**src/rtl/cmp_pkg.sv**
```systemverilog
// Condition codes and helper functions shared by the branch compare pipeline.
// decode() maps the final (eq, lt) pair of an MSB-first compare onto the taken bit.
package cmp_pkg;

  typedef logic [2:0] cmp_op_t;

  localparam cmp_op_t CMP_EQ  = 3'd0;
  localparam cmp_op_t CMP_NE  = 3'd1;
  localparam cmp_op_t CMP_GTZ = 3'd2;
  localparam cmp_op_t CMP_LEZ = 3'd3;
  localparam cmp_op_t CMP_LTZ = 3'd4;
  localparam cmp_op_t CMP_GEZ = 3'd5;
  localparam cmp_op_t CMP_LT  = 3'd6;
  localparam cmp_op_t CMP_LTU = 3'd7;

  function automatic logic is_signed(input cmp_op_t op);
    return (op >= CMP_GTZ) && (op <= CMP_LT);
  endfunction

  function automatic logic uses_zero(input cmp_op_t op);
    return (op >= CMP_GTZ) && (op <= CMP_GEZ);
  endfunction

  function automatic logic decode(input cmp_op_t op, input logic eq, input logic lt);
    logic t;
    case (op)
      CMP_EQ:  t = eq;
      CMP_NE:  t = ~eq;
      CMP_GTZ: t = ~lt & ~eq;
      CMP_LEZ: t = lt | eq;
      CMP_GEZ: t = ~lt;
      default: t = lt;
    endcase
    return t;
  endfunction

endpackage

```
**src/rtl/cmp_slice.sv**
```systemverilog
// One chunk of an MSB-first magnitude compare; folds this chunk into the running eq/lt.
// invert_msb turns the unsigned chunk compare into a signed one for the top chunk.
module cmp_slice #(
  parameter int CW = 16
) (
  input  logic [CW-1:0] a,
  input  logic [CW-1:0] b,
  input  logic          eq_in,
  input  logic          lt_in,
  input  logic          invert_msb,
  output logic          eq_out,
  output logic          lt_out
);

  logic [CW-1:0] a_m;
  logic [CW-1:0] b_m;

  always_comb begin
    a_m = a;
    b_m = b;
    a_m[CW-1] = a[CW-1] ^ invert_msb;
    b_m[CW-1] = b[CW-1] ^ invert_msb;
  end

  assign eq_out = eq_in & (a_m == b_m);
  assign lt_out = lt_in | (eq_in & (a_m < b_m));

endmodule

```
**src/rtl/branch_cmp_pipe.sv**
```systemverilog
// Pipelined branch-condition evaluator: STAGES chunked compare stages with valid/ready flow
// control, tag pass-through and flush. The last stage register is the output register.
module branch_cmp_pipe
  import cmp_pkg::*;
#(
  parameter int WIDTH  = 32,
  parameter int STAGES = 2,
  parameter int TAG_W  = 5
) (
  input  logic             clk,
  input  logic             rst_n,
  input  logic             flush,
  input  logic             in_valid,
  output logic             in_ready,
  input  logic [2:0]       op,
  input  logic [WIDTH-1:0] rs,
  input  logic [WIDTH-1:0] rt,
  input  logic [TAG_W-1:0] in_tag,
  output logic             out_valid,
  input  logic             out_ready,
  output logic             taken,
  output logic [TAG_W-1:0] out_tag,
  output logic             busy
);

  localparam int CW   = WIDTH / STAGES;
  localparam int LAST = STAGES - 1;

  logic [STAGES-1:0] v_q, v_d, en, src_v;

  logic             src_eq  [STAGES];
  logic             src_lt  [STAGES];
  logic             inv     [STAGES];
  logic             eq_s    [STAGES];
  logic             lt_s    [STAGES];
  cmp_op_t          src_op  [STAGES];
  logic [WIDTH-1:0] src_a   [STAGES];
  logic [WIDTH-1:0] src_b   [STAGES];
  logic [TAG_W-1:0] src_tag [STAGES];

  logic             eq_q  [STAGES];
  logic             lt_q  [STAGES];
  cmp_op_t          op_q  [STAGES];
  logic [WIDTH-1:0] a_q   [STAGES];
  logic [WIDTH-1:0] b_q   [STAGES];
  logic [TAG_W-1:0] tag_q [STAGES];

  logic             taken_q;
  logic [TAG_W-1:0] out_tag_q;

  // A stage may load when some stage at or downstream of it is empty, or the output drains.
  always_comb begin
    logic e;
    en = '0;
    for (int k = 0; k < STAGES; k++) begin
      e = out_ready;
      for (int j = k; j < STAGES; j++) begin
        if (!v_q[j]) e = 1'b1;
      end
      en[k] = e;
    end
  end

  assign in_ready = ~flush & en[0];

  always_comb begin
    v_d = (en & src_v) | (~en & v_q);
    if (flush) v_d = '0;
  end

  always_ff @(posedge clk or negedge rst_n) begin
    if (!rst_n) v_q <= '0;
    else        v_q <= v_d;
  end

  genvar gi;
  generate
    for (gi = 0; gi < STAGES; gi++) begin : g_stage
      if (gi == 0) begin : g_head
        assign src_v[0]   = in_valid & in_ready;
        assign src_a[0]   = rs;
        assign src_b[0]   = uses_zero(op) ? '0 : rt;
        assign src_eq[0]  = 1'b1;
        assign src_lt[0]  = 1'b0;
        assign src_op[0]  = op;
        assign src_tag[0] = in_tag;
        assign inv[0]     = is_signed(op);
      end else begin : g_body
        assign src_v[gi]   = v_q[gi-1];
        assign src_a[gi]   = a_q[gi-1];
        assign src_b[gi]   = b_q[gi-1];
        assign src_eq[gi]  = eq_q[gi-1];
        assign src_lt[gi]  = lt_q[gi-1];
        assign src_op[gi]  = op_q[gi-1];
        assign src_tag[gi] = tag_q[gi-1];
        assign inv[gi]     = 1'b0;
      end

      cmp_slice #(.CW(CW)) u_slice (
        .a          (src_a[gi][WIDTH-1-gi*CW -: CW]),
        .b          (src_b[gi][WIDTH-1-gi*CW -: CW]),
        .eq_in      (src_eq[gi]),
        .lt_in      (src_lt[gi]),
        .invert_msb (inv[gi]),
        .eq_out     (eq_s[gi]),
        .lt_out     (lt_s[gi])
      );

      if (gi < LAST) begin : g_reg
        always_ff @(posedge clk) begin
          if (en[gi] && src_v[gi]) begin
            eq_q[gi]  <= eq_s[gi];
            lt_q[gi]  <= lt_s[gi];
            op_q[gi]  <= src_op[gi];
            a_q[gi]   <= src_a[gi];
            b_q[gi]   <= src_b[gi];
            tag_q[gi] <= src_tag[gi];
          end
        end
      end
    end
  endgenerate

  always_ff @(posedge clk or negedge rst_n) begin
    if (!rst_n) begin
      taken_q   <= 1'b0;
      out_tag_q <= '0;
    end else if (en[LAST] && src_v[LAST]) begin
      taken_q   <= decode(src_op[LAST], eq_s[LAST], lt_s[LAST]);
      out_tag_q <= src_tag[LAST];
    end
  end

  assign out_valid = v_q[LAST];
  assign taken     = taken_q;
  assign out_tag   = out_tag_q;
  assign busy      = |v_q;

endmodule

```
**config.mk**
```make
export PLATFORM = sky130hd
export DESIGN_NAME = branch_cmp_pipe
export DESIGN_NICKNAME = d
export VERILOG_FILES = /design/src/rtl/cmp_pkg.sv /design/src/rtl/cmp_slice.sv /design/src/rtl/branch_cmp_pipe.sv
export SDC_FILE = /design/constraint.sdc
export NUM_CORES = 1
export LEC_CHECK = 0
export ABC_AREA = 1
export CORE_AREA = 4 4 86 88
export DETAILED_ROUTE_END_ITERATION = 8
export DIE_AREA = 0 0 90 92
export HOLD_SLACK_MARGIN = 0.15
export PLACE_DENSITY = 0.76
export REMOVE_ABC_BUFFERS = 1
export SLEW_MARGIN = 20
export SYNTH_ARGS = -nofsm -noshare
export SYNTH_HDL_FRONTEND = slang
export SYNTH_SLANG_ARGS = --single-unit
```
**constraint.sdc**
```tcl
create_clock -name clk -period 3.7 [get_ports clk]
set_input_delay 0.37 -clock clk [delete_from_list [all_inputs] [get_ports clk]]
set_output_delay 0.37 -clock clk [all_outputs]
set_load 0.03 [all_outputs]
```
; ---- After elaboration in Yosys (flattened, before gate mapping)
; Memory sizes are Yosys's and may differ from the RTL's. A register that Yosys moved wholly into a read port is not among the register bits.
; Index checks and enable logic that the tools add are counted.
[op_classes]
magnitude_cmp = 5
eq_ne = 6
mux = 8
bitwise_logic = 16
reduce_logical = 7
[op_table]
columns = operator, count
row1 = $eq A16 B16 Y1, 2
row2 = $lt A16 B16 Y1, 2
row3 = $mux W32, 1
row4 = $eq A3 B2 Y1 const B, 2
row5 = $le A3 B3 Y1 const B, 2
row6 = $and A1 B1 Y1, 5
row7 = $mux W1, 5
row8 = $pmux W1 S5, 1
row9 = $and A2 B2 Y2, 2
row10 = $logic_and A1 B1 Y1, 4
row11 = $eq A3 B1 Y1 const B, 1
row12 = $eq A3 B3 Y1 const B, 1
row13 = $ge A3 B2 Y1 const B, 1
row14 = $logic_not A3 Y1, 1
row15 = $not A1 Y1, 3
row16 = $mux W2, 1
row17 = $not A2 Y2, 1
row18 = $or A1 B1 Y1, 2
row19 = $or A2 B2 Y2, 1
row20 = $reduce_or A2 Y1, 1
row21 = $xor A1 B1 Y1, 2
row22 = $logic_not A1 Y1, 1
[totals]
reg_bits = 3
mem_bits_rw = 148
inputBits = 77
out_inout_bits = 9
wordCells = 50
mem_count = 6
[mem_list]
columns = memory, words, word_bits, rd, rd_ports_with_merged_regs, write_ports, line
row1 = a_q, 2, 32, 1, 0, 1, branch_cmp_pipe.sv:44  ; logic [WIDTH-1:0] a_q [STAGES];
row2 = b_q, 2, 32, 1, 0, 1, branch_cmp_pipe.sv:45  ; logic [WIDTH-1:0] b_q [STAGES];
row3 = tag_q, 2, 5, 1, 1, 1, branch_cmp_pipe.sv:46  ; logic [TAG_W-1:0] tag_q [STAGES];
row4 = op_q, 2, 3, 1, 0, 1, branch_cmp_pipe.sv:43  ; cmp_op_t op_q [STAGES];
row5 = eq_q, 2, 1, 1, 0, 1, branch_cmp_pipe.sv:41  ; logic eq_q [STAGES];
row6 = lt_q, 2, 1, 1, 0, 1, branch_cmp_pipe.sv:42  ; logic lt_q [STAGES];

; ---- Longest topological paths before layout
; Gate-level depths: netlist of run 1.
[depth]
ltp_word = 7
depth_mapped = 15
mapped_depth_nobuf = 15

; ---- Cells and area by module
; From an unflattened synthesis of run 1, not the netlist that was laid out.
[hier_totals]
cells_unflattened = 331
area_unflattened_um2 = 2929.1
[by_module_without_submodules]
columns = module, n_inst, cells_each, area_per_inst_um2, seq_area_each_um2
row1 = branch_cmp_pipe, 1, 173, 1983.2, 1461.4
row2 = cmp_slice, 2, 79, 473.0, 0.0

; ---- Worst setup path after synthesis of run 1
; Ideal clock, no wire load.
[synth_path]
path_kind = reg2reg
from = register v_q[1]
to = memory a_q[0][0] (enable)
setup_time_ps = 441
arrival_time_ps = 2727
required_ps = 3259
slack_ps = 532
stages_incl_launch_ff = 5
n_path_buf = 0
synth_period_minus_slack_ps = 3168
path_cell_list = dfrtp_1 nand2_1 nor2_1 or2_2 nor2_1
[synth_via]
elab_chain_cells = 6
[synth_lines]
columns = element, line
row1 = start: declaration, branch_cmp_pipe.sv:29  ; logic [STAGES-1:0] v_q, v_d, en, src_v;
row2 = start signal: assignment, branch_cmp_pipe.sv:73  ; else v_q <= v_d;
row3 = $mux W1 (*), branch_cmp_pipe.sv:58  ; if (!v_q[j]) e = 1'b1;
row4 = $and A1 B1 Y1, branch_cmp_pipe.sv:64  ; assign in_ready = ~flush & en[0];
row5 = $and A1 B1 Y1, branch_cmp_pipe.sv:80  ; assign src_v[0] = in_valid & in_ready;
row6 = $logic_and A1 B1 Y1 (*), branch_cmp_pipe.sv:111  ; if (en[gi] && src_v[gi]) begin
row7 = $mux W1 (*), branch_cmp_pipe.sv:111
row8 = $mux W1 (implied by the code) (*), branch_cmp_pipe.sv:115  ; a_q[gi] <= src_a[gi];
row9 = end: declaration, branch_cmp_pipe.sv:44
; Every way passes the cells marked *; elsewhere a longest branch is shown, timed or not.

; ---- Worst setup path in the final report of run 1
[layout_path]
from = input port op[1]
to = memory eq_q[0], data pin
[layout_via]
elab_chain_cells = 5
elab_cells_between_ends = 9
cone_classes = 3 x order compare / 1 x eq/ne / 1 x mux / 2 x bitwise / 2 x reduce/logical
[layout_lines]
columns = element, line
row1 = start: declaration, branch_cmp_pipe.sv:15  ; input logic [2:0] op,
row2 = $ge A3 B2 Y1 / $le A3 B3 Y1 (equally long branches), "cmp_pkg.sv:17, cmp_pkg.sv:21"
row3 = $logic_and A1 B1 Y1, cmp_pkg.sv:21  ; return (op >= CMP_GTZ) && (op <= CMP_GEZ);
row4 = $mux W32, branch_cmp_pipe.sv:82  ; assign src_b[0] = uses_zero(op) ? '0 : rt;
row5 = $xor A1 B1 Y1, cmp_slice.sv:22  ; b_m[CW-1] = b[CW-1] ^ invert_msb;
row6 = $eq A16 B16 Y1 (*), cmp_slice.sv:25  ; assign eq_out = eq_in & (a_m == b_m);
row7 = named net g_stage[0].u_slice.eq_out, cmp_slice.sv:11  ; output logic eq_out,
row8 = end: declaration, branch_cmp_pipe.sv:41
; Mark *: on every way through the listed nets, which the timed path passes. The rest lies on a longest branch.

==> results of run 1 <==
-- worst max path at each step --
| stage | start | to | slack, ns | depth (start not counted) |
|---|---|---|---|---|
| after floorplan | v_q[1] | a_q[0][0] | 0.53 | 4 |
| after global placement | op[1] | eq_q[0] | 0.98 | 12 |
| after detailed placement | op[1] | eq_q[0] | 0.88 | 12 |
| after CTS | op[1] | eq_q[0] | 1.20 | 12 |
| after global routing | op[1] | eq_q[0] | 0.90 | 12 |
| final | op[1] | eq_q[0] | 1.23 | 12 |
-- power groups by stage --
| stage | logic [mW] | clock network [mW] | registers [mW] |
|---|---|---|---|
| final | 0.283 | 0.323 | 0.661 |
| after global routing | 0.319 | 0.359 | 0.665 |
| after CTS | 0.289 | 0.334 | 0.662 |
| after detailed placement | 0.288 | 0 | 0.675 |
| after global placement | 0.279 | 0 | 0.673 |
| after floorplan | 0.120 | 0 | 0.694 |
-- worst reg2reg max path, stage by stage (launching register included) --
cell and delay [ns]:
sky130_fd_sc_hd__dfrtp_1 0.40, sky130_fd_sc_hd__nand2_1 0.11, sky130_fd_sc_hd__nor2_1 0.06, sky130_fd_sc_hd__or2_2 0.30, sky130_fd_sc_hd__nor2_4 0.48, sky130_fd_sc_hd__buf_12 0.27
-- registers in the layout, indices dropped and copies added, names as in the netlist --
register,flops
a_q,16
b_q,16
out_tag,5
tag_q,5
op_q,3
v_q,2
eq_q,1
lt_q,1
taken,1
-- cell families after synthesis --
kind of cell    share of synthesized area (%)
flops                                   53.04
simple gates                            19.66
fa+ha+maj                               14.53
compound gates                          3.633
xor+xnor                               0.6359
buf+inv                                 8.492
-- through the flow --
stage / utilization [%] / instances / instance area [µm²]
detailed placement: 56.18 / 457 / 3732
global placement: 56.18 / 457 / 3732
CTS: 57.61 / 465 / 3827
floorplan: - / 290 / 2746
finish: 57.61 / 465 / 3827
global route: 57.61 / 465 / 3827
-- layer usage --
metal / track usage (%) / routed length, µm / part of all wire (%)
met5: 0 / 0 / 0
met4: 3.699 / 49 / 0.89
met3: 3.938 / 356 / 6.4
met2: 25.39 / 2765 / 50
met1: 15.73 / 2362 / 43
-- layout make-up --
class / instances / area, µm²
Sequential cell: 50 / 1461
Clock inverter: 2 / 12.51
Inverter: 60 / 225.2
Multi-Input combinational cell: 180 / 1067
Fill cell: 591 / 2816
Tap cell: 80 / 100.1
Clock buffer: 6 / 82.58
Timing Repair Buffer: 87 / 878.3
-- synth_stat cells --
master	instances
sky130_fd_sc_hd__a21oi_1	14
sky130_fd_sc_hd__buf_2	1
sky130_fd_sc_hd__clkbuf_1	1
sky130_fd_sc_hd__dfrtp_1	8
sky130_fd_sc_hd__edfxtp_1	42
sky130_fd_sc_hd__ha_1	32
sky130_fd_sc_hd__inv_1	60
sky130_fd_sc_hd__nand2_1	71
sky130_fd_sc_hd__nand2_2	3
sky130_fd_sc_hd__nand3_1	11
sky130_fd_sc_hd__nand3b_1	1
sky130_fd_sc_hd__nand4_1	1
sky130_fd_sc_hd__nand4_2	1
sky130_fd_sc_hd__nor2_1	31
sky130_fd_sc_hd__nor2_2	1
sky130_fd_sc_hd__nor2_4	2
sky130_fd_sc_hd__nor3_1	1
sky130_fd_sc_hd__nor4_1	2
sky130_fd_sc_hd__o211ai_1	2
sky130_fd_sc_hd__o21ai_0	3
sky130_fd_sc_hd__or2_2	2
sky130_fd_sc_hd__xnor2_1	2
-- cell usage in the layout (no fill, tap or decap) --
| cell type | count |
|---|---|
| sky130_fd_sc_hd__nand3b_1 | 1 |
| sky130_fd_sc_hd__buf_4 | 1 |
| sky130_fd_sc_hd__nand2_2 | 3 |
| sky130_fd_sc_hd__nand4_2 | 1 |
| sky130_fd_sc_hd__clkbuf_8 | 6 |
| sky130_fd_sc_hd__inv_1 | 60 |
| sky130_fd_sc_hd__nor3_1 | 1 |
| sky130_fd_sc_hd__nor2_2 | 1 |
| sky130_fd_sc_hd__nor4_1 | 2 |
| sky130_fd_sc_hd__nand2_1 | 71 |
| sky130_fd_sc_hd__clkinv_2 | 1 |
| sky130_fd_sc_hd__nor2_4 | 3 |
| sky130_fd_sc_hd__xnor2_1 | 2 |
| sky130_fd_sc_hd__o211ai_1 | 2 |
| sky130_fd_sc_hd__or2_2 | 2 |
| sky130_fd_sc_hd__buf_12 | 1 |
| sky130_fd_sc_hd__nand4_1 | 1 |
| sky130_fd_sc_hd__nor2_1 | 30 |
| sky130_fd_sc_hd__nand3_1 | 11 |
| sky130_fd_sc_hd__edfxtp_1 | 42 |
| sky130_fd_sc_hd__clkdlybuf4s50_1 | 85 |
| sky130_fd_sc_hd__a21oi_1 | 14 |
| sky130_fd_sc_hd__ha_1 | 32 |
| sky130_fd_sc_hd__o21ai_0 | 3 |
| sky130_fd_sc_hd__dfrtp_1 | 8 |
| sky130_fd_sc_hd__clkinvlp_4 | 1 |
==> metrics.cfg, run 1 <==
[run_status]
outcome = completed

[critical_path]
crit_slowest_cell = sky130_fd_sc_hd__clkdlybuf4s50_1
cp_cell_sequence = clkdlybuf4s50_1, nand2_1, inv_1, nor2_2, inv_1, nand2_1, xnor2_1, ha_1, nand2_1, nor4_1, inv_1, nor4_1
startpoint_type = input port
critical-path-max-stage-delay_ns = 0.51
worst_r2r_startpoint = v_q[1]
setup.reg_to_reg.worst_slack_ns = 1.79
critPathArrivalTime_ns = 2.60
reg2reg_to = a_q[0][14]
critPathBufInv = 4
timing.critical_path.max_delay_family = buffers and inverters
worstSetupPathType = input port to flop
cp_data_required_time_ns = 3.82
critical_path_peak_fanout = 15
critical_path.endpoint_type = flop
worst_r2r_path_depth = 5

[timing]
finalWorstSetupSlack_ns = 1.227
setup_viol = 0
setup_tns_ns = 0
final.hold.worst_slack_ns = 0.3458
max_freq_mhz = 404.3
drv_slew = 0
unrepaired_setup_endpoints_after_global_routing = no
max-slew-margin-rel_pct = 59.67
clock-skew-final_ns = 0.008559
timing_worst_slew_pin_value_ns = 0.6036
final_period_minus_worst_setup_slack_ns = 2.473
final.period_utilization_pct = 66.84
timing.final.hold_violations = 0

[detailed_routing]
totalWireLength_um = 5534
dr.first_iter.drc_count = 52
post_drt_via_cell_ratio = 4.559
detail-route-antenna-nets = 0
dr_total_vias = 2120
drc = 0
drt_first_pass_iters = 4
wire_per_inst_um = 11.90

[power]
internal_power_mw = 0.9468
share_seq_of_total_power_pct = 52.2
p_switching_mw = 0.3213
p_per_area_nw_per_um2 = 331.3
total_power_mw = 1.268
netSwitchingFraction_pct = 25.34
power.clock.fraction_pct = 25.5
total_leakage_power_nw = 1.743
worst_voltage_drop_across_the_vdd_grid_uv = 146.7
power.share.combinational_pct = 22.3

[clock_tree]
worstSkewPairLatency_ns = 0.30
cts.root.buffer_cell = sky130_fd_sc_hd__clkbuf_8
clock_path_buffers = 2
post_cts_buffers = 0
h-tree-depth = 2
worst_setup_hold_path_clk_slew_ns = 0.09
postCtsResizedCells = 0
cts_tree = done
cts_sinks = 50
ctsHoldBuffers = 0
numCtsBuffers = 5

[placed_design]
place_hpwl_um = 4553
numPortBuffers = 85
place_congestion = 0.7753
place_worst_setup_slack_ns = 0.8797

[finish]
proportion_of_layout_cells_with_a_drive_suffix_above_1_pct = 5.195
area_growth_from_synthesis_to_layout_pct = 38.92
n_antenna_cell = 0
final_net_count = 493

[logic_synthesis]
synth_area_um2 = 2755
synthesis.instances = 292
synth.largest_area_cell = sky130_fd_sc_hd__edfxtp_1
synthTopCellsByArea = sky130_fd_sc_hd__edfxtp_1, sky130_fd_sc_hd__ha_1, sky130_fd_sc_hd__nand2_1, sky130_fd_sc_hd__inv_1, sky130_fd_sc_hd__dfrtp_1
seq_area_frac_synth_pct = 53.04
synth_warnings = 0
average_cell_area_after_synthesis_um2 = 9.435
synth_seq_cells = 50
synth_cell_type_count = 22
synth_top_area_share_pct = 45.78

[die]
core_area_um2 = 6644
die_area_um2 = 8280
die_h_um = 92
initial_utilization_pct = 41.47
row_count = 30
die_w_um = 90
io_pins = 86

[global_routing]
global_route_wire_length_before_repair_um = 9356
grtUsageTotal_pct = 13.84
number_of_global_route_vias_before_repair = 2205
global_route.overflow_total = 0
grt_start_max_net_pins = 26
grt_antenna_before_repair = 0

[worst_hold_path]
worstHoldPathType = input port to async pin

[job]
cap_viol_max_count = 0

Note: power is estimated with default switching activity, not from simulation.
==> run 2, diff against run 1 <==
--- a/config.mk
+++ b/config.mk
@@ -10,7 +10,7 @@
 export DETAILED_ROUTE_END_ITERATION = 8
 export DIE_AREA = 0 0 90 92
 export HOLD_SLACK_MARGIN = 0.15
-export PLACE_DENSITY = 0.76
+export PLACE_DENSITY = 0.78
 export REMOVE_ABC_BUFFERS = 1
 export SLEW_MARGIN = 20
 export SYNTH_ARGS = -nofsm -noshare
==> constraint.sdc (replaced) <==
create_clock -name clk -period 2.03 [get_ports clk]
set_input_delay 0.203 -clock clk [delete_from_list [all_inputs] [get_ports clk]]
set_output_delay 0.203 -clock clk [all_outputs]
set_load 0.03 [all_outputs]
==> metrics.cfg, run 2 (synthesis gave the netlist of run 1 again) <==
[run_status]
outcome = completed

[critical_path]
crit_slowest_cell = sky130_fd_sc_hd__clkdlybuf4s50_1
cp_cell_sequence = clkdlybuf4s50_1, nand2_1, o21ai_1, buf_4, xnor2_1, ha_1, nand2_2, nor4_4, inv_1, nor4_1
startpoint_type = input port
critical_path.endpoint_type = flop
critPathArrivalTime_ns = 2.09
critical_path_peak_fanout = 3
setup.reg_to_reg.worst_slack_ns = 0.31
worstSetupPathType = input port to flop
critical-path-max-stage-delay_ns = 0.44
cp_data_required_time_ns = 2.15

[power]
worst_voltage_drop_across_the_vdd_grid_uv = 295.7
p_switching_mw = 0.6043
power.share.combinational_pct = 22.7
p_per_area_nw_per_um2 = 618.2
netSwitchingFraction_pct = 24.71
total_leakage_power_nw = 1.818
power.clock.fraction_pct = 28.0
total_power_mw = 2.446
internal_power_mw = 1.842
share_seq_of_total_power_pct = 49.3

[die]
die_area_um2 = 8280
die_h_um = 92
initial_utilization_pct = 41.47
die_w_um = 90
core_area_um2 = 6644
io_pins = 86
row_count = 30

[global_routing]
grt_antenna_before_repair = 0
number_of_global_route_vias_before_repair = 2262
global_route.overflow_total = 0
global_route_wire_length_before_repair_um = 9742
grtUsageTotal_pct = 14.48
grt_start_max_net_pins = 23

[clock_tree]
worst_setup_hold_path_clk_slew_ns = 0.09
worstSkewPairLatency_ns = 0.29
cts.root.buffer_cell = sky130_fd_sc_hd__clkbuf_8
clock_path_buffers = 2
cts_tree = done
cts_sinks = 50
ctsHoldBuffers = 0
numCtsBuffers = 5
h-tree-depth = 2

[timing]
final.period_utilization_pct = 97.07
max-slew-margin-rel_pct = 74.82
timing_worst_slew_pin_value_ns = 0.3765
final_period_minus_worst_setup_slack_ns = 1.971
clock-skew-final_ns = 0.004930
setup_tns_ns = 0
max_freq_mhz = 507.5
timing.final.hold_violations = 0
setup_viol = 0
drv_slew = 0

[placed_design]
place_congestion = 0.8054
place_hpwl_um = 4722
numPortBuffers = 85

[finish]
mostFrequentLayoutCells = sky130_fd_sc_hd__clkdlybuf4s50_1, sky130_fd_sc_hd__nand2_1, sky130_fd_sc_hd__inv_1, sky130_fd_sc_hd__edfxtp_1, sky130_fd_sc_hd__ha_1
n_antenna_cell = 0
area_growth_from_synthesis_to_layout_pct = 43.60
mostFrequentLayoutCell = sky130_fd_sc_hd__clkdlybuf4s50_1
layout_top_registers = a_q (16), b_q (16)
proportion_of_layout_cells_with_a_drive_suffix_above_1_pct = 8.629
final_net_count = 502

[detailed_routing]
post_drt_via_cell_ratio = 4.633
drc = 0
totalWireLength_um = 5812
dr_total_vias = 2196
detail-route-antenna-nets = 0
wire_per_inst_um = 12.26
drt_first_pass_iters = 5
dr.first_iter.drc_count = 67

[job]
cap_viol_max_count = 0

[worst_hold_path]
worstHoldPathType = input port to async pin

run 2: power groups by stage:
stage	Clock, mW	Sequential, mW	Combinational [mW]
CTS	0.715	1.21	0.550
finish	0.684	1.21	0.556
global route	0.751	1.21	0.618
global placement	0	1.23	0.527
floorplan	0	1.27	0.219
detailed placement	0	1.23	0.545
run 2: worst max-delay path, delay by kind of cell:
kind	cells	cell delay, ns
compound gates	1	0.07
xor+xnor	1	0.12
fa+ha+maj	1	0.31
buf+inv	3	0.66
simple gates	4	0.72
run 2: metrics by stage:
stage / area, µm² / utilization [%] / hold WS [ns] / std cells / setup WS, ns
3_3_place_gp: 3802 / 57.23 / 0.4234 / 465 / -0.2654
5_1_grt: 3956 / 59.55 / 0.1819 / 474 / -0.01849
6_report: 3956 / 59.55 / 0.1825 / 474 / 0.05945
3_5_place_dp: 3802 / 57.23 / 0.4296 / 465 / -0.3545
4_1_cts: 3919 / 58.98 / 0.1731 / 473 / 0.008574
2_1_floorplan: 2746 / - / -0.09259 / 290 / -1.138
run 2: timing repair:
item,in CTS,in global routing
pin swaps,0,5
resized for setup,1,12
cloned,0,1
endpoints found under the hold margin,0,0
setup endpoints to repair,1,2
setup buffers,0,0
run 2: path summary, 6_finish.rpt:
path | from | to | depth (start not counted)
min in group clk | op[2] | op_q[0][2] | 1
hold / removal | rst_n | taken | 1
setup reg to reg | a_q[0][7] | taken | 14
setup / recovery | op[0] | eq_q[0] | 10
max in group asynchronous | rst_n | out_tag[0] | 1
hold reg to reg | tag_q[0][2] | out_tag[2] | 2
run 2: layer usage:
layer	part of all wire [%]	global-route usage [%]
met4	1.9	5.357
met5	0	0
met1	41	16.19
met2	50	26.14
met3	6.8	4.184
run 2: area by class of cell:
type / instances / area [µm²]
clock inverter: 2 / 37.54
multi-input combinational: 180 / 1097
clock buffer: 6 / 72.57
fill: 576 / 2688
tap: 80 / 100.1
timing repair buffer: 96 / 962.2
inverter: 60 / 225.2
sequential: 50 / 1461
